--- src/rtl/nbit_mwide_dual_read_register_file_if.sv ---
// Bus bundle for the dual-read register file: one write port, two read
// ports, a bulk-clear request and the status outputs. The datapath
// controller drives it through the master modport, and the register file
// receives it through the slave modport.
interface nbit_mwide_dual_read_register_file_if #(
    parameter int P_RegWidth = 3,
    parameter int P_BitWidth = 32
);
    logic [P_RegWidth-1:0] In_WriteAddress;
    logic [P_BitWidth-1:0] In_WriteData;
    logic                  In_Write;
    logic [P_RegWidth-1:0] In_ReadAddressA;
    logic                  In_ReadA;
    logic [P_RegWidth-1:0] In_ReadAddressB;
    logic                  In_ReadB;
    logic                  In_Clear;
    logic [P_BitWidth-1:0] Out_ReadDataA;
    logic                  Out_ValidA;
    logic [P_BitWidth-1:0] Out_ReadDataB;
    logic                  Out_ValidB;
    logic                  Out_Busy;
    logic                  Out_WriteDropped;

    modport master (
        output In_WriteAddress, In_WriteData, In_Write,
        output In_ReadAddressA, In_ReadA, In_ReadAddressB, In_ReadB,
        output In_Clear,
        input  Out_ReadDataA, Out_ValidA, Out_ReadDataB, Out_ValidB,
        input  Out_Busy, Out_WriteDropped
    );

    modport slave (
        input  In_WriteAddress, In_WriteData, In_Write,
        input  In_ReadAddressA, In_ReadA, In_ReadAddressB, In_ReadB,
        input  In_Clear,
        output Out_ReadDataA, Out_ValidA, Out_ReadDataB, Out_ValidB,
        output Out_Busy, Out_WriteDropped
    );
endinterface

--- src/rtl/nbit_mwide_dual_read_register_file.sv ---
// Register file with one write port and two synchronous read ports. Reads
// are write-first: a read sees the value that the same edge commits. An
// optional register 0 is hardwired to zero. A CLEAR sweep can zero one
// register per cycle without a global reset.
//
//  state   | meaning
//  --------+-----------------------------------------------------------
//  S_IDLE  | normal operation; writes commit
//  S_CLEAR | sweep zeroes reg[clr_cnt_q] each edge; writes are dropped
module nbit_mwide_dual_read_register_file #(
    parameter int P_RegWidth = 3,
    parameter int P_BitWidth = 32,
    parameter int P_ZeroReg  = 0
) (
    input  logic In_Clock_50MHz,
    input  logic In_Reset,
    nbit_mwide_dual_read_register_file_if.slave bus
);
    localparam int                    NumRegs  = 2 ** P_RegWidth;
    localparam logic [P_RegWidth-1:0] LastAddr = '1;

    typedef enum logic {S_IDLE, S_CLEAR} state_t;

    state_t                state_q;
    logic [P_RegWidth-1:0] clr_cnt_q;
    logic [P_BitWidth-1:0] mem_q [NumRegs];
    logic [P_BitWidth-1:0] rd_a_q, rd_b_q;
    logic                  valid_a_q, valid_b_q;
    logic                  busy_q, drop_q;

    logic                  clr_active;
    logic                  wr_commit;
    logic [P_BitWidth-1:0] rd_a_d, rd_b_d;
    logic                  drop_d;

    // Write qualification and write-first read data for both ports.
    // The write port and the sweep never commit in the same cycle, so the
    // two bypass terms cannot conflict.
    always_comb begin
        clr_active = (state_q == S_CLEAR);
        wr_commit  = bus.In_Write && !clr_active &&
                     !((P_ZeroReg != 0) && (bus.In_WriteAddress == '0));
        drop_d     = bus.In_Write && clr_active;

        rd_a_d = mem_q[bus.In_ReadAddressA];
        if ((P_ZeroReg != 0) && (bus.In_ReadAddressA == '0))
            rd_a_d = '0;
        else if (wr_commit && (bus.In_WriteAddress == bus.In_ReadAddressA))
            rd_a_d = bus.In_WriteData;
        else if (clr_active && (clr_cnt_q == bus.In_ReadAddressA))
            rd_a_d = '0;

        rd_b_d = mem_q[bus.In_ReadAddressB];
        if ((P_ZeroReg != 0) && (bus.In_ReadAddressB == '0))
            rd_b_d = '0;
        else if (wr_commit && (bus.In_WriteAddress == bus.In_ReadAddressB))
            rd_b_d = bus.In_WriteData;
        else if (clr_active && (clr_cnt_q == bus.In_ReadAddressB))
            rd_b_d = '0;
    end

    // Array, read registers, status pulses and clear-sweep FSM.
    always_ff @(posedge In_Clock_50MHz) begin
        if (In_Reset) begin
            for (int i = 0; i < NumRegs; i++)
                mem_q[i] <= '0;
            state_q   <= S_IDLE;
            clr_cnt_q <= '0;
            rd_a_q    <= '0;
            rd_b_q    <= '0;
            valid_a_q <= 1'b0;
            valid_b_q <= 1'b0;
            busy_q    <= 1'b0;
            drop_q    <= 1'b0;
        end else begin
            if (wr_commit)
                mem_q[bus.In_WriteAddress] <= bus.In_WriteData;
            if (clr_active)
                mem_q[clr_cnt_q] <= '0;

            if (bus.In_ReadA)
                rd_a_q <= rd_a_d;
            if (bus.In_ReadB)
                rd_b_q <= rd_b_d;
            valid_a_q <= bus.In_ReadA;
            valid_b_q <= bus.In_ReadB;
            drop_q    <= drop_d;

            case (state_q)
                S_IDLE: begin
                    if (bus.In_Clear) begin
                        state_q   <= S_CLEAR;
                        busy_q    <= 1'b1;
                        clr_cnt_q <= '0;
                    end
                end
                S_CLEAR: begin
                    clr_cnt_q <= clr_cnt_q + 1'b1;
                    if (clr_cnt_q == LastAddr) begin
                        state_q <= S_IDLE;
                        busy_q  <= 1'b0;
                    end
                end
                default: begin
                    state_q <= S_IDLE;
                    busy_q  <= 1'b0;
                end
            endcase
        end
    end

    assign bus.Out_ReadDataA    = rd_a_q;
    assign bus.Out_ValidA       = valid_a_q;
    assign bus.Out_ReadDataB    = rd_b_q;
    assign bus.Out_ValidB       = valid_b_q;
    assign bus.Out_Busy         = busy_q;
    assign bus.Out_WriteDropped = drop_q;
endmodule

--- src/flat_wrapper.sv ---
// flat-port wrapper written by rule: the top's interface ports become plain ports
module nbit_mwide_dual_read_register_file_flat 
#(
    parameter int P_RegWidth = 3,
    parameter int P_BitWidth = 32,
    parameter int P_ZeroReg  = 0
)
  (In_Clock_50MHz, In_Reset, bus_In_WriteAddress, bus_In_WriteData, bus_In_Write, bus_In_ReadAddressA, bus_In_ReadA, bus_In_ReadAddressB, bus_In_ReadB, bus_In_Clear, bus_Out_ReadDataA, bus_Out_ValidA, bus_Out_ReadDataB, bus_Out_ValidB, bus_Out_Busy, bus_Out_WriteDropped);
  nbit_mwide_dual_read_register_file_if #(.P_RegWidth(P_RegWidth), .P_BitWidth(P_BitWidth)) bus_i ();
  input  logic In_Clock_50MHz;
  input  logic In_Reset;
  input wire logic [$bits(bus_i.In_WriteAddress)-1:0] bus_In_WriteAddress;
  input wire logic [$bits(bus_i.In_WriteData)-1:0] bus_In_WriteData;
  input wire logic [$bits(bus_i.In_Write)-1:0] bus_In_Write;
  input wire logic [$bits(bus_i.In_ReadAddressA)-1:0] bus_In_ReadAddressA;
  input wire logic [$bits(bus_i.In_ReadA)-1:0] bus_In_ReadA;
  input wire logic [$bits(bus_i.In_ReadAddressB)-1:0] bus_In_ReadAddressB;
  input wire logic [$bits(bus_i.In_ReadB)-1:0] bus_In_ReadB;
  input wire logic [$bits(bus_i.In_Clear)-1:0] bus_In_Clear;
  output wire logic [$bits(bus_i.Out_ReadDataA)-1:0] bus_Out_ReadDataA;
  output wire logic [$bits(bus_i.Out_ValidA)-1:0] bus_Out_ValidA;
  output wire logic [$bits(bus_i.Out_ReadDataB)-1:0] bus_Out_ReadDataB;
  output wire logic [$bits(bus_i.Out_ValidB)-1:0] bus_Out_ValidB;
  output wire logic [$bits(bus_i.Out_Busy)-1:0] bus_Out_Busy;
  output wire logic [$bits(bus_i.Out_WriteDropped)-1:0] bus_Out_WriteDropped;
  assign bus_i.In_WriteAddress = bus_In_WriteAddress;
  assign bus_i.In_WriteData = bus_In_WriteData;
  assign bus_i.In_Write = bus_In_Write;
  assign bus_i.In_ReadAddressA = bus_In_ReadAddressA;
  assign bus_i.In_ReadA = bus_In_ReadA;
  assign bus_i.In_ReadAddressB = bus_In_ReadAddressB;
  assign bus_i.In_ReadB = bus_In_ReadB;
  assign bus_i.In_Clear = bus_In_Clear;
  assign bus_Out_ReadDataA = bus_i.Out_ReadDataA;
  assign bus_Out_ValidA = bus_i.Out_ValidA;
  assign bus_Out_ReadDataB = bus_i.Out_ReadDataB;
  assign bus_Out_ValidB = bus_i.Out_ValidB;
  assign bus_Out_Busy = bus_i.Out_Busy;
  assign bus_Out_WriteDropped = bus_i.Out_WriteDropped;
  nbit_mwide_dual_read_register_file #(.P_RegWidth(P_RegWidth), .P_BitWidth(P_BitWidth), .P_ZeroReg(P_ZeroReg)) u_core (.In_Clock_50MHz(In_Clock_50MHz), .In_Reset(In_Reset), .bus(bus_i));
endmodule
--- config.mk ---
export PLATFORM = sky130hd
export DESIGN_NAME = nbit_mwide_dual_read_register_file_flat
export DESIGN_NICKNAME = d
export VERILOG_FILES = /design/src/rtl/nbit_mwide_dual_read_register_file_if.sv /design/src/rtl/nbit_mwide_dual_read_register_file.sv /design/src/flat_wrapper.sv
export SDC_FILE = /design/constraint.sdc
export NUM_CORES = 1
export LEC_CHECK = 0
export ABC_CLOCK_PERIOD_IN_PS = 7330
export BUFFER_PORTS_ARGS = -buffer_cell sky130_fd_sc_hd__clkbuf_2
export CAP_MARGIN = 20
export CORE_ASPECT_RATIO = 1.2
export CORE_MARGIN = 2
export CORE_UTILIZATION = 55
export DETAILED_ROUTE_END_ITERATION = 8
export PLACE_DENSITY = 0.74
export SLEW_MARGIN = 20
export SYNTH_ARGS = -nofsm -noshare
export SYNTH_HDL_FRONTEND = slang
export SYNTH_SLANG_ARGS = --single-unit
export TNS_END_PERCENT = 10
--- constraint.sdc ---
create_clock -name In_Clock_50MHz -period 7.33 [get_ports In_Clock_50MHz]
set_input_delay 1.466 -clock In_Clock_50MHz [delete_from_list [all_inputs] [get_ports In_Clock_50MHz]]
set_output_delay 1.466 -clock In_Clock_50MHz [all_outputs]
set_load 0.05 [all_outputs]
After elaboration in Yosys (flattened, before gate mapping)
Memories as Yosys holds them, arrays and structs flattened. A register that Yosys moved wholly into a read port is not among the register bits.
Cells that the tools add are included.
W data, S select, Z words.
{"block": "totals", "register_bits": 8, "mem_bits_rw": 256, "in_bits": 47, "out_inout_bits": 68, "elab_cells": 40, "mem_count": 1}
{"block": "op_classes", "add_sub_neg": 1, "eq_ne": 3, "mux": 22, "n_bitwise": 1, "reduce_logical": 6}
{"memory": "u_core.mem_q", "depth": 8, "width": 32, "read_ports": 2, "rd_ports_with_merged_regs": 2, "write_ports": 8, "line": "nbit_mwide_dual_read_register_file.sv:26", "rtl": "logic [P_BitWidth-1:0] mem_q [NumRegs];"}
{"op": "$mux W32", "n": 2}
{"op": "$reduce_or A32 Y1", "n": 2}
{"op": "$mux W1", "n": 14}
{"op": "$mux W3", "n": 3}
{"op": "$pmux W3 S2", "n": 1}
{"op": "$ne A2 B2 Y1 const B", "n": 2}
{"op": "$pmux W1 S2", "n": 2}
{"op": "$add A3 B1 Y3 const B", "n": 1}
{"op": "$eq A3 B3 Y1 const B", "n": 1}
{"op": "$logic_and A1 B1 Y1", "n": 2}
{"op": "$reduce_and A2 Y1", "n": 1}
{"op": "$logic_not A1 Y1", "n": 1}
{"op": "$not A1 Y1", "n": 1}

Longest topological paths before layout
Gate-level depths: netlist of run 1.
{"block": "depth", "depth_word": 8, "ltp_mapped": 9, "depth_no_buf": 5}

Worst setup path after synthesis of run 1
OpenSTA, ideal clock, no wires.
{"block": "synth_timing", "path_type": "input port to flip-flop", "startpoint": "in In_Reset", "endpoint": "mem u_core.mem_q[0][0], enable pin", "setup_time_ps": 394, "arrival_time_ps": 3130, "t_required_ps": 6936, "setup_slack_ps": 3806, "stages": 6, "n_path_buf": 2, "path_cell_list": "nand2b_4 -> buf_2 -> clkbuf_1 -> o31ai_1 -> nand2_1 -> nand2b_1"}
{"element": "start, declared", "line": "flat_wrapper.sv:11", "rtl": "input logic In_Reset;"}
{"element": "end, declared", "line": "nbit_mwide_dual_read_register_file.sv:26"}

==> results of run 1 <==
[through the flow]
stage               cell area, um^2  hold WS [ns]  power, mW
finish                        18300         0.484       4.57
CTS                           18300         0.487       4.58
global placement              17100         0.474       2.79
global route                  18300         0.511       4.68
floorplan                     16300         0.505       2.62
detailed placement            17100         0.476       2.80
[sequential cells by signal, summed over array words and instances, names as in the netlist]
| signal | cells |
|---|---|
| u_core.bus.Out_ReadDataB | 32 |
| u_core.bus.Out_ValidB | 1 |
| u_core.bus.Out_ValidA | 1 |
| u_core.mem_q | 256 |
| u_core.clr_cnt_q | 3 |
| u_core.bus.Out_Busy | 1 |
| u_core.bus.Out_WriteDropped | 1 |
| u_core.clr_active | 1 |
| u_core.bus.Out_ReadDataA | 32 |
[synthesized netlist by cell type, drive strengths merged (31+ instances only)]
cell type,count,share of area (%)
a21oi,37,1.1
a31oi,32,1.2
a32oi,33,1.8
buf,41,1.2
clkbuf,76,1.7
dfxtp,72,8.8
edfxtp,256,47
mux2,31,2.1
mux4,128,18
nand2,141,3.2
nand2b,48,1.9
nand3,33,1.0
nor2,262,6.0
o211ai,32,1.5
or4,32,1.5
[final cells by class]
| class | count | area [um^2] | area share (%) |
|---|---|---|---|
| inverter | 3 | 11.3 | 0.0617 |
| clock inverter | 12 | 160 | 0.877 |
| tap | 390 | 488 | 2.67 |
| clock buffer | 49 | 991 | 5.43 |
| timing repair buffer | 138 | 756 | 4.14 |
| sequential | 328 | 9130 | 50.0 |
| multi-input combinational | 848 | 6720 | 36.8 |
[power by group through the flow]
stage | logic (mW) | clock network (mW) | registers (mW)
detailed placement | 0.604 | 0 | 2.20
floorplan | 0.354 | 0 | 2.27
global route | 0.646 | 1.87 | 2.17
CTS | 0.607 | 1.81 | 2.16
global placement | 0.597 | 0 | 2.19
finish | 0.608 | 1.80 | 2.16
[routing by layer]
layer,vias to the layer above,wire [um]
li1,5013,-
met1,5903,16500
met2,626,23600
met3,99,3680
met4,0,1220
met5,-,0
[final timing paths]
path	slack, ns	depth (start not counted)	to
worst max-delay path	3.12	6	u_core.mem_q[4][1]$_SDFFCE_PN0P_
worst min register to register	0.48	2	u_core.bus.Out_ReadDataB[6]$_SDFFE_PP0P_
worst max register to register	3.64	5	u_core.mem_q[4][1]$_SDFFCE_PN0P_
worst min-delay path	0.48	2	u_core.bus.Out_ReadDataB[6]$_SDFFE_PP0P_
[critical path, cell delays in order]
cell,delay (ns)
sky130_fd_sc_hd__buf_2,0.37
sky130_fd_sc_hd__nand2b_4,0.65
sky130_fd_sc_hd__nand3b_1,0.14
sky130_fd_sc_hd__o21ai_0,0.13
sky130_fd_sc_hd__nand2_1,0.54
sky130_fd_sc_hd__nand2b_2,0.97
[kinds of logic (layout without fill, tap and decap cells)]
| family | after synthesis | count (layout) |
|---|---|---|
| flops | 328 | 328 |
| simple gates | 535 | 535 |
| xor+xnor | 7 | 7 |
| mux | 160 | 160 |
| compound gates | 144 | 144 |
| buf+inv | 120 | 202 |
| fa+ha+maj | 2 | 2 |
==> results.rst, run 1 <==
.. list-table::
   :header-rows: 1

   * - Metric
     - Value
   * - HP Class
     - register to register
   * - Number of antenna violations at the first check in global routing
     - 1
   * - HP Start
     - u_core.bus.Out_ReadDataB[6]$_SDFFE_PP0P_
   * - Critical path fanouts, max
     - 53
   * - Wire length of the first global-routing pass
     - 69.2 mm
   * - Maximum vdd ir drop
     - 0.162 mV
   * - H-Tree Depth
     - 2
   * - Tmin final
     - 4.21 ns
   * - Share of total power in combinational logic
     - between 10% and 20%
   * - Antenna violation net count after detailed routing
     - 0
   * - First element of the critical path
     - In_Reset
   * - Number of different library cells in the post-synthesis netlist
     - 41
   * - Multiplexer area fraction after synthesis
     - around 20%
   * - Leak Pwr
     - ~6.6 nW
   * - Fin nets
     - 1402
   * - Root cell of the clock tree
     - sky130_fd_sc_hd__clkbuf_16
   * - Fraction of layout cells with a size suffix above 1
     - 25.9%
   * - Global-route track usage on met3
     - approximately 4.0%
   * - Reg-to-reg critical path startpoint
     - u_core.clr_active$_SDFF_PP0_
   * - Drt pass-1 iters
     - 5
   * - Chip width
     - 161 um
   * - Overall track demand over capacity in global routing
     - around 30%
   * - Die area
     - between 30000 and 40000 um^2
   * - Clock power frac
     - 39.4%
   * - Bufs on Longest Clock Path
     - 3
   * - Type of the worst setup path
     - input pin to register
   * - Peak Freq
     - 0.238 GHz
   * - Final worst-path cycle share
     - between 50% and 60%
   * - Routability congestion estimate from global placement
     - approximately 0.8
   * - Net Sw Power
     - 1.17 mW
   * - Port Buffer Count
     - 114
   * - Quantity of hold-fixing buffers added after cts
     - 0
   * - Number of enable flip-flop cells after synthesis
     - 256
   * - CTS Sinks
     - 328
   * - Pin count of the biggest net entering global routing
     - 65
   * - Global-route congestion overflow total
     - 0
   * - Kind of end point of the critical path
     - register
   * - Portion of the post-synthesis area used by sequential elements
     - ~56%
   * - Clock skew
     - 0.0188 ns
   * - Via count
     - 11600
   * - Inst Count DP
     - roughly 1700
   * - Final-report setup violation count
     - 0
   * - Number of standard cells after synthesis
     - 1296
   * - P_int
     - roughly 3.4 mW
   * - Combinational family with the most area after synthesis
     - multiplexers
   * - DR DRC count
     - 0
   * - Area of the core
     - 29400 um^2
   * - Boundary Pins
     - roughly 120
   * - Fraction of the mapped netlist area in simple logic gates
     - 14.5%
   * - Number of global-route vias before repair
     - 12000
   * - Fraction of the mapped netlist area in adder cells
     - 0.153%
   * - Non-filler cells in the finished layout
     - roughly 1800
   * - Via density
     - 6.58
   * - Routed wire per std cell
     - 25.5 um
   * - Starting utilization of the core area
     - a little under three fifths
   * - Share of the synthesized netlist area taken by xor and xnor gates
     - 0.422%
   * - Met2 Usage GRT
     - 51.8%
   * - Net count after synthesis
     - 1345
   * - Leading cell type in the layout, fill and taps excluded
     - sky130_fd_sc_hd__nor2_1
   * - Proportion of power drawn by flip-flops and latches
     - 47.3%
   * - Outcome
     - completed
   * - Routing usage on met1
     - 38.1%
   * - Relative slew slack
     - 25.2%
   * - Total count of hold-check failures in the final report
     - 0
   * - Setup repair bufs after CTS
     - 0
   * - Clk_lat worst skew
     - 0.52 ns
   * - Commonest non-fill, non-tap cells in the layout
     - 262 x sky130_fd_sc_hd__nor2_1, 256 x sky130_fd_sc_hd__edfxtp_1, 141 x sky130_fd_sc_hd__nand2_1, 128 x sky130_fd_sc_hd__mux4_2, 110 x sky130_fd_sc_hd__clkbuf_2
   * - Startpoint class of the critical path
     - input pin
   * - Final antenna diode count
     - 0
   * - Row count
     - 69
   * - Total CTS buffers
     - 34
   * - Fraction of the mapped netlist area in compound gates
     - 6.02%
   * - Post-layout worst setup margin
     - between 3 and 4 ns
   * - Clock transition at path regs
     - 0.06 ns
   * - Max-cap check violation count
     - 0
   * - Layout Area Growth over Synthesis
     - 12.0%
   * - Arr. time, crit path
     - around 4.3 ns
   * - Setup repair after global routing missed its margin
     - no
   * - Final-report max-slew violation count
     - 0
   * - Synthesized area
     - between 15000 and 20000 um^2
   * - FF+latch count, synth
     - 328
   * - Fill cell total of the finished layout
     - 2248
   * - Critical path required time
     - roughly 7.5 ns
   * - Fin Setup TNS
     - 0 ns
   * - Synthesis warning total
     - 0
   * - Die height
     - 193 um
   * - Switch share
     - 25.6%
   * - Worst setup timing slack at the placement stage
     - 2.61 ns
   * - Prevailing post-synth register cell
     - sky130_fd_sc_hd__edfxtp_1
   * - Transition time at the pin with the least slew margin
     - roughly 1.1 ns
   * - Total power per unit cell area
     - 250 nW/um^2
   * - Count of routing violations after the opening detailed-route iteration
     - 1303
   * - DP Wirelength
     - 25.9 mm
   * - CTS tree
     - yes
   * - Most used routing layer
     - met2
   * - Detailed Route WL
     - 45.0 mm
   * - Post_cts resized
     - 0
   * - Syn Area/Cell
     - 12.6 um^2
   * - Utilization after layout
     - 62.0%
   * - Fraction of registers with async set or reset after synthesis
     - 0%
Power figures use the tool's default switching activity.
==> run 2: changes to the inputs <==
Settings changed: ABC_AREA set to 1, ABC_CLOCK_PERIOD_IN_PS 7330 to 4050, PLACE_DENSITY 0.74 to 0.73.
Clock period 7.33 ns to 4.05 ns, I/O delays scaled along.
==> run 2 against run 1 <==
Effect of this change: clock skew down 0.0095 ns; flip-flop and latch count is the same; clock power increased by 78%; first-iteration DRC count is 78% higher; largest power group unchanged.
==> results.rst, run 2 <==
.. list-table::
   :header-rows: 1

   * - Metric
     - Value
   * - Outcome
     - completed (unchanged)
   * - Prevailing post-synth register cell
     - sky130_fd_sc_hd__edfxtp_1 (unchanged)
   * - Peak Freq
     - between 0.2 and 0.3 GHz
   * - Final design instance area without fill
     - 19700 um^2 (was 18300 um^2)
   * - Max-cap check violation count
     - 0 (unchanged)
   * - Most Frequent Cell on Critical Path
     - sky130_fd_sc_hd__nand2_1
   * - Via count
     - 16300 (was 11600)
   * - Startpoint class of the critical path
     - register (was input pin)
   * - Critical path fanouts, max
     - 33 (was 53)
   * - Post-Place Cell Area
     - 18500 um^2 (was 17100 um^2)
   * - Final-report setup violation count
     - 0 (unchanged)
   * - Final worst-path cycle share
     - slightly below 90%
   * - Post-layout worst setup margin
     - 0.496 ns (was 3.12 ns)
   * - Worst setup timing slack at the placement stage
     - 0.116 ns (was 2.61 ns)
   * - Fin Setup TNS
     - 0 ns (unchanged)
   * - Setup repair bufs after CTS
     - 0 (unchanged)
   * - Share of total power in combinational logic
     - 16.5% (was 13.3%)
   * - Clock power frac
     - 37.6% (was 39.4%)
   * - Synthesis warning total
     - 0 (unchanged)
   * - Main area contributors after synthesis
     - sky130_fd_sc_hd__edfxtp_1 43%, sky130_fd_sc_hd__nand2_1 14%, sky130_fd_sc_hd__nor2_1 8.4% (was sky130_fd_sc_hd__edfxtp_1 47%, sky130_fd_sc_hd__mux4_2 18%, sky130_fd_sc_hd__dfxtp_1 8.8%)
   * - Clock transition at path regs
     - 0.06 ns (about the same)
   * - Detailed Route WL
     - 57.0 mm (was 45.0 mm)
   * - Total power per unit cell area
     - 434 nW/um^2 (was 250 nW/um^2)
   * - Switch share
     - 29.3% (was 25.6%)
   * - Fill cell total of the finished layout
     - 2810 (was 2248)
   * - Tmin final
     - between 3 and 4 ns
   * - Commonest non-fill, non-tap cells in the layout
     - 651 x sky130_fd_sc_hd__nand2_1, 399 x sky130_fd_sc_hd__nor2_1, 256 x sky130_fd_sc_hd__edfxtp_1, 241 x sky130_fd_sc_hd__inv_1, 142 x sky130_fd_sc_hd__nand3_1 (was 262 x sky130_fd_sc_hd__nor2_1, 256 x sky130_fd_sc_hd__edfxtp_1, 141 x sky130_fd_sc_hd__nand2_1, 128 x sky130_fd_sc_hd__mux4_2, 110 x sky130_fd_sc_hd__clkbuf_2)
   * - Port Buffer Count
     - 114 (unchanged)
   * - Fin nets
     - 2395 (was 1402)
   * - Type of the worst setup path
     - register to register (was input pin to register)
   * - Cell chain of the critical path
     - nand2_2 -> o21ai_2 -> nand2_1 -> nor2_4 -> nand2_2 -> buf_4 -> nand2_1 -> nand3_1 -> nand2_1 -> inv_1 (was buf_2 -> nand2b_4 -> nand3b_1 -> o21ai_0 -> nand2_1 -> nand2b_2)
   * - Routed wire per std cell
     - 20.5 um (was 25.5 um)
   * - Pin count of the biggest net entering global routing
     - 149 (was 65)
   * - Number of flip-flops under the largest register name
     - 256 (unchanged)
   * - Synth top cells by count
     - 651 x sky130_fd_sc_hd__nand2_1, 399 x sky130_fd_sc_hd__nor2_1, 256 x sky130_fd_sc_hd__edfxtp_1 (was 262 x sky130_fd_sc_hd__nor2_1, 256 x sky130_fd_sc_hd__edfxtp_1, 141 x sky130_fd_sc_hd__nand2_1)
   * - DP Wirelength
     - 31.9 mm (was 25.9 mm)
   * - Quantity of hold-fixing buffers added after cts
     - 0 (unchanged)
   * - P_int
     - 6.03 mW (was 3.40 mW)
   * - H-Tree Depth
     - 2 (unchanged)
   * - Total CTS buffers
     - 34 (unchanged)
   * - FF+latch count, synth
     - 328 (unchanged)
   * - Starting utilization of the core area
     - 55.5% (was 55.4%)
   * - Global-route congestion overflow total
     - 0 (unchanged)
   * - CTS tree
     - yes (unchanged)
   * - Bufs on Longest Clock Path
     - 3 (unchanged)
   * - Number of enable flip-flop cells after synthesis
     - 256 (unchanged)
   * - Root cell of the clock tree
     - sky130_fd_sc_hd__clkbuf_16 (unchanged)
   * - Number of standard cells after synthesis
     - 2322 (was 1296)
   * - Maximum vdd ir drop
     - 0.244 mV (was 0.162 mV)
   * - Syn Area/Cell
     - 7.66 um^2 (was 12.6 um^2)
   * - Relative slew slack
     - 26.1% (was 25.2%)
   * - Layout Area Growth over Synthesis
     - 10.6% (was 12.0%)
   * - Drt pass-1 iters
     - 6 (was 5)
   * - Transition time at the pin with the least slew margin
     - 1.11 ns (was 1.12 ns)
   * - Chip width
     - 168 um (was 161 um)
   * - Boundary Pins
     - 115 (unchanged)
   * - Total count of hold-check failures in the final report
     - 0 (unchanged)
   * - Antenna violation net count after detailed routing
     - 0 (unchanged)
   * - CTS Sinks
     - 328 (unchanged)
   * - Die height
     - 201 um (was 193 um)
   * - Cell taking the most area after synthesis
     - sky130_fd_sc_hd__edfxtp_1 (unchanged)
   * - Die area
     - 33800 um^2 (was 31000 um^2)
   * - Register containing the most flip-flops in the final layout
     - u_core.mem_q (unchanged)
   * - Via density
     - 5.88 (was 6.58)
   * - Net count after synthesis
     - 2371 (was 1345)
   * - Area of the core
     - 32100 um^2 (was 29400 um^2)
   * - Arr. time, crit path
     - 3.98 ns (was 4.33 ns)
   * - Portion of the post-synthesis area used by sequential elements
     - 51.3% (was 56.0%)
   * - Overall track demand over capacity in global routing
     - 33.6% (was 29.6%)
   * - Proportion of power drawn by flip-flops and latches
     - 46.0% (was 47.3%)
   * - Wire length of the first global-routing pass
     - 87.6 mm (was 69.2 mm)
   * - Kind of end point of the critical path
     - register (unchanged)
   * - Setup repair after global routing missed its margin
     - no (unchanged)
   * - Critical path required time
     - 4.48 ns (was 7.46 ns)
   * - HP Class
     - register to register (unchanged)
   * - Area fraction of the dominant cell type after synthesis
     - 43.2% (was 47.1%)
   * - Clock skew
     - 0.00927 ns (was 0.0188 ns)
   * - Power Total
     - 8.53 mW (was 4.57 mW)
   * - Fraction of layout cells with a size suffix above 1
     - 9.40% (was 25.9%)
   * - Leading cell type in the layout, fill and taps excluded
     - sky130_fd_sc_hd__nand2_1 (was sky130_fd_sc_hd__nor2_1)
   * - Number of global-route vias before repair
     - 15600 (was 12000)
   * - Post_cts resized
     - 0 (unchanged)
   * - Routability congestion estimate from global placement
     - 0.865 (was 0.798)
   * - Fraction of registers with async set or reset after synthesis
     - 0% (unchanged)
   * - Number of different library cells in the post-synthesis netlist
     - 24 (was 41)
   * - Leak Pwr
     - 9.29 nW (was 6.56 nW)
   * - Number of antenna violations at the first check in global routing
     - 0 (was 1)
   * - Area of the multi-input gates
     - 7020 um^2 (was 6720 um^2)
   * - Count of routing violations after the opening detailed-route iteration
     - 2316 (was 1303)
   * - Net Sw Power
     - 2.50 mW (was 1.17 mW)
   * - Slowest stage cell on the critical path
     - sky130_fd_sc_hd__nor2_4 (was sky130_fd_sc_hd__nand2b_2)
   * - Synthesized area
     - 17800 um^2 (was 16300 um^2)
   * - Clk_lat worst skew
     - 0.54 ns (was 0.52 ns)
   * - Leading cell type by number of instances after synthesis
     - sky130_fd_sc_hd__nand2_1 (was sky130_fd_sc_hd__nor2_1)
   * - Row count
     - 72 (was 69)
   * - Slowest stage delay, CP
     - 0.86 ns (was 0.97 ns)
   * - DR DRC count
     - 0 (unchanged)
   * - Register cell area after layout
     - 9130 um^2 (unchanged)
   * - Final-report max-slew violation count
     - 0 (unchanged)
   * - Final antenna diode count
     - 0 (unchanged)
## run 2: kinds of logic (layout without fill, tap and decap cells)
logic type	Yosys count	in the layout	synth area share, %
and+or+nand+nor	1202	1202	26.6
buffers and inverters	411	461	9.27
AOI/OAI and AO/OA	379	379	12.7
DFF	328	328	51.3
adders and majority gates	2	2	0.141
## run 2: metrics by stage
stage	hold slack, ns	cells	util, %
detailed placement	0.467	2717	57.8
global placement	0.461	2717	57.8
global route	0.533	2779	61.4
finish	0.478	2779	61.4
floorplan	0.488	2322	-
CTS	0.483	2779	61.4
## run 2: power by group through the flow
stage	Clock (mW)	Combinational, mW	Sequential, mW
floorplan	0	0.783	4.14
global placement	0	1.35	3.98
detailed placement	0	1.37	3.99
CTS	3.22	1.38	3.92
global route	3.33	1.52	3.94
finish	3.20	1.41	3.92
## run 2: area by class of cell
type / instances / area share (%)
Sequential cell: 328 / 46.4
Multi-Input combinational cell: 1583 / 35.7
Clock buffer: 50 / 5.31
Timing Repair Buffer: 157 / 4.96
Inverter: 242 / 4.63
Tap cell: 407 / 2.59
Clock inverter: 12 / 0.483
## run 2: worst paths after layout
| path | end | slack [ns] | start | cells after the start |
|---|---|---|---|---|
| worst max-delay path | u_core.bus.Out_ReadDataB[9]$_SDFFE_PP0P_ | 0.50 | u_core.clr_active$_SDFF_PP0_ | 10 |
| worst min-delay path | u_core.bus.Out_Busy$_SDFFE_PP0P_ | 0.48 | u_core.bus.Out_Busy$_SDFFE_PP0P_ | 2 |
| worst max register to register | u_core.bus.Out_ReadDataB[9]$_SDFFE_PP0P_ | 0.50 | u_core.clr_active$_SDFF_PP0_ | 10 |
| worst min register to register | u_core.bus.Out_Busy$_SDFFE_PP0P_ | 0.48 | u_core.bus.Out_Busy$_SDFFE_PP0P_ | 2 |
## run 2: routing by layer
layer | GRT usage [%] | part of all wire, %
met5 | 0 | 0
met4 | 13.1 | 3.9
met3 | 7.49 | 13
met2 | 53.0 | 45
met1 | 45.5 | 39
## run 2: critical path: cells and delay by family, from the launching register on
family                 cells  cell delay (ns)
AO/OA/AOI/OAI              1             0.16
flip-flops                 1             0.57
buffers and inverters      2             0.46
AND/OR/NAND/NOR            7             2.22
==> run 3: changes to the inputs <==
Settings changed: ABC_AREA 1 to unset, PLACE_DENSITY 0.73 to 0.74, SKIP_CTS_REPAIR_TIMING set to 1.
==> run 3 against run 2 <==
Effect of this change: maximum frequency up 20%; flip-flop and latch count unchanged; die area down 8.2%; largest power group unchanged; critical endpoint is now u_core.bus.Out_ReadDataB[16]$_SDFFE_PP0P_; final area down 6.1%; core utilization up 1.4 points; worst hold slack better by 0.0048 ns; register-to-register slack better by 0.58 ns; first-iteration DRC count down 36%; combinational power down 19%; sequential share of layout area up 3.0 points.
==> results.rst, run 3 (synthesized netlist as in run 1, its figures left out) <==
.. list-table::
   :header-rows: 1

   * - Metric
     - Value
   * - Chip width
     - 161 um (was 168 um)
   * - HP Class
     - register to register (unchanged)
   * - Fraction of layout cells with a size suffix above 1
     - 27.1% (was 9.40%)
   * - Number of antenna violations at the first check in global routing
     - 1 (was 0)
   * - Fin nets
     - 1417 (was 2395)
   * - Register containing the most flip-flops in the final layout
     - u_core.mem_q (unchanged)
   * - Type of the worst setup path
     - register to register (unchanged)
   * - Via density
     - 6.75 (was 5.88)
   * - Transition time at the pin with the least slew margin
     - 1.12 ns (was 1.11 ns)
   * - Global-route congestion overflow total
     - 0 (unchanged)
   * - Final worst-path cycle share
     - 73.4% (was 87.8%)
   * - Arr. time, crit path
     - 3.40 ns (was 3.98 ns)
   * - Worst-case hold slack
     - 0.483 ns (was 0.478 ns)
   * - Number of global-route vias before repair
     - 12300 (was 15600)
   * - Total power per unit cell area
     - 455 nW/um^2 (was 434 nW/um^2)
   * - Total CTS buffers
     - 35 (was 34)
   * - Peak Freq
     - 0.337 GHz (was 0.281 GHz)
   * - H-Tree Depth
     - 2 (unchanged)
   * - Port Buffer Count
     - 114 (unchanged)
   * - Total count of hold-check failures in the final report
     - 0 (unchanged)
   * - Startpoint class of the critical path
     - register (unchanged)
   * - Starting utilization of the core area
     - 55.4% (was 55.5%)
   * - Leading cell type in the layout, fill and taps excluded
     - sky130_fd_sc_hd__nor2_1 (was sky130_fd_sc_hd__nand2_1)
   * - Clock skew
     - 0.00735 ns (was 0.00927 ns)
   * - DP Wirelength
     - 27.1 mm (was 31.9 mm)
   * - Final-report max-slew violation count
     - 0 (unchanged)
   * - Bufs on Longest Clock Path
     - 3 (unchanged)
   * - Clk_lat worst skew
     - 0.51 ns (was 0.54 ns)
   * - Critical path required time
     - 4.48 ns (about the same)
   * - CTS Sinks
     - 328 (unchanged)
   * - Overall track demand over capacity in global routing
     - 31.2% (was 33.6%)
   * - Number of flip-flops under the largest register name
     - 256 (unchanged)
   * - Area of the core
     - 29400 um^2 (was 32100 um^2)
   * - Fin Setup TNS
     - 0 ns (unchanged)
   * - Commonest non-fill, non-tap cells in the layout
     - 262 x sky130_fd_sc_hd__nor2_1, 256 x sky130_fd_sc_hd__edfxtp_1, 141 x sky130_fd_sc_hd__nand2_1, 128 x sky130_fd_sc_hd__mux4_2, 110 x sky130_fd_sc_hd__clkbuf_2 (was 651 x sky130_fd_sc_hd__nand2_1, 399 x sky130_fd_sc_hd__nor2_1, 256 x sky130_fd_sc_hd__edfxtp_1, 241 x sky130_fd_sc_hd__inv_1, 142 x sky130_fd_sc_hd__nand3_1)
   * - Relative slew slack
     - 25.4% (was 26.1%)
   * - Setup repair after global routing missed its margin
     - no (unchanged)
   * - Pin count of the biggest net entering global routing
     - 65 (was 149)
   * - Boundary Pins
     - 115 (unchanged)
   * - Via count
     - 12100 (was 16300)
   * - Post-layout worst setup margin
     - 1.08 ns (was 0.496 ns)
   * - Max-cap check violation count
     - 0 (unchanged)
   * - DR DRC count
     - 0 (unchanged)
   * - Count of routing violations after the opening detailed-route iteration
     - 1478 (was 2316)
   * - Routed wire per std cell
     - 26.9 um (was 20.5 um)
   * - Layout Area Growth over Synthesis
     - 13.3% (was 10.6%)
   * - Leak Pwr
     - 6.69 nW (was 9.29 nW)
   * - Kind of end point of the critical path
     - register (unchanged)
   * - Die area
     - 31000 um^2 (was 33800 um^2)
   * - Wire length of the first global-routing pass
     - 72.4 mm (was 87.6 mm)
   * - Maximum vdd ir drop
     - 0.322 mV (was 0.244 mV)
   * - Final antenna diode count
     - 0 (unchanged)
   * - Critical path fanouts, max
     - 35 (was 33)
   * - Outcome
     - completed (unchanged)
   * - Drt pass-1 iters
     - 6 (unchanged)
   * - Routability congestion estimate from global placement
     - 0.805 (was 0.865)
   * - Detailed Route WL
     - 48.0 mm (was 57.0 mm)
   * - Antenna violation net count after detailed routing
     - 0 (unchanged)
   * - Tmin final
     - 2.97 ns (was 3.55 ns)
   * - Final-report setup violation count
     - 0 (unchanged)
   * - Worst setup timing slack at the placement stage
     - 0.742 ns (was 0.116 ns)
   * - CTS tree
     - yes (unchanged)
   * - Root cell of the clock tree
     - sky130_fd_sc_hd__clkbuf_16 (unchanged)
   * - Die height
     - 193 um (was 201 um)
   * - Row count
     - 69 (was 72)
   * - Clock transition at path regs
     - 0.06 ns (about the same)
   * - Power Total
     - 8.40 mW (was 8.53 mW)
## run 3: final timing paths
check	depth (start not counted)	to	slack, ns	from
worst max-delay path	6	u_core.bus.Out_ReadDataB[16]$_SDFFE_PP0P_	1.08	u_core.clr_active$_SDFF_PP0_
worst min-delay path	2	u_core.bus.Out_ReadDataB[23]$_SDFFE_PP0P_	0.48	u_core.bus.Out_ReadDataB[23]$_SDFFE_PP0P_
worst max register to register	6	u_core.bus.Out_ReadDataB[16]$_SDFFE_PP0P_	1.08	u_core.clr_active$_SDFF_PP0_
worst min register to register	2	u_core.bus.Out_ReadDataB[23]$_SDFFE_PP0P_	0.48	u_core.bus.Out_ReadDataB[23]$_SDFFE_PP0P_
## run 3: cell type report
cell class,instances,area (um^2)
Clock inverter,20,220
Inverter,3,11.3
Timing Repair Buffer,152,943
Clock buffer,43,968
Sequential cell,328,9130
Tap cell,390,488
Fill cell,2224,11000
Multi-Input combinational cell,848,6720
## run 3: worst max-delay path: stages, from the launching register on
cell and delay [ns]:
sky130_fd_sc_hd__dfxtp_1 0.73, sky130_fd_sc_hd__nand2b_4 0.38, sky130_fd_sc_hd__mux2i_2 0.39, sky130_fd_sc_hd__xnor2_4 0.25
sky130_fd_sc_hd__buf_4 0.35, sky130_fd_sc_hd__or4_1 0.57, sky130_fd_sc_hd__a31oi_1 0.19
## run 3: stage by stage
step | instance area (um^2) | utilization, % | std cells
3_5_place_dp | 17300 | 58.6 | 1720
4_1_cts | 18500 | 62.7 | 1783
5_1_grt | 18500 | 62.8 | 1784
2_1_floorplan | 16300 | - | 1296
3_3_place_gp | 17300 | 58.6 | 1720
6_report | 18500 | 62.8 | 1784
## run 3: routing by layer
layer	vias to the layer above	global-route usage, %	share of wire, %
met5	-	0	0.025
met4	2	12.0	3.6
met3	144	5.24	11
met2	873	53.4	50
met1	5987	40.4	36
li1	5044	-	-
## run 3: report_power, final
group	switching, mW	internal, mW	leakage (nW)	total [mW]
Sequential	0.103	3.81	3.24	3.91
Clock	1.33	2.02	0.587	3.35
Combinational	0.740	0.402	2.86	1.14
Total	2.17	6.23	6.69	8.40
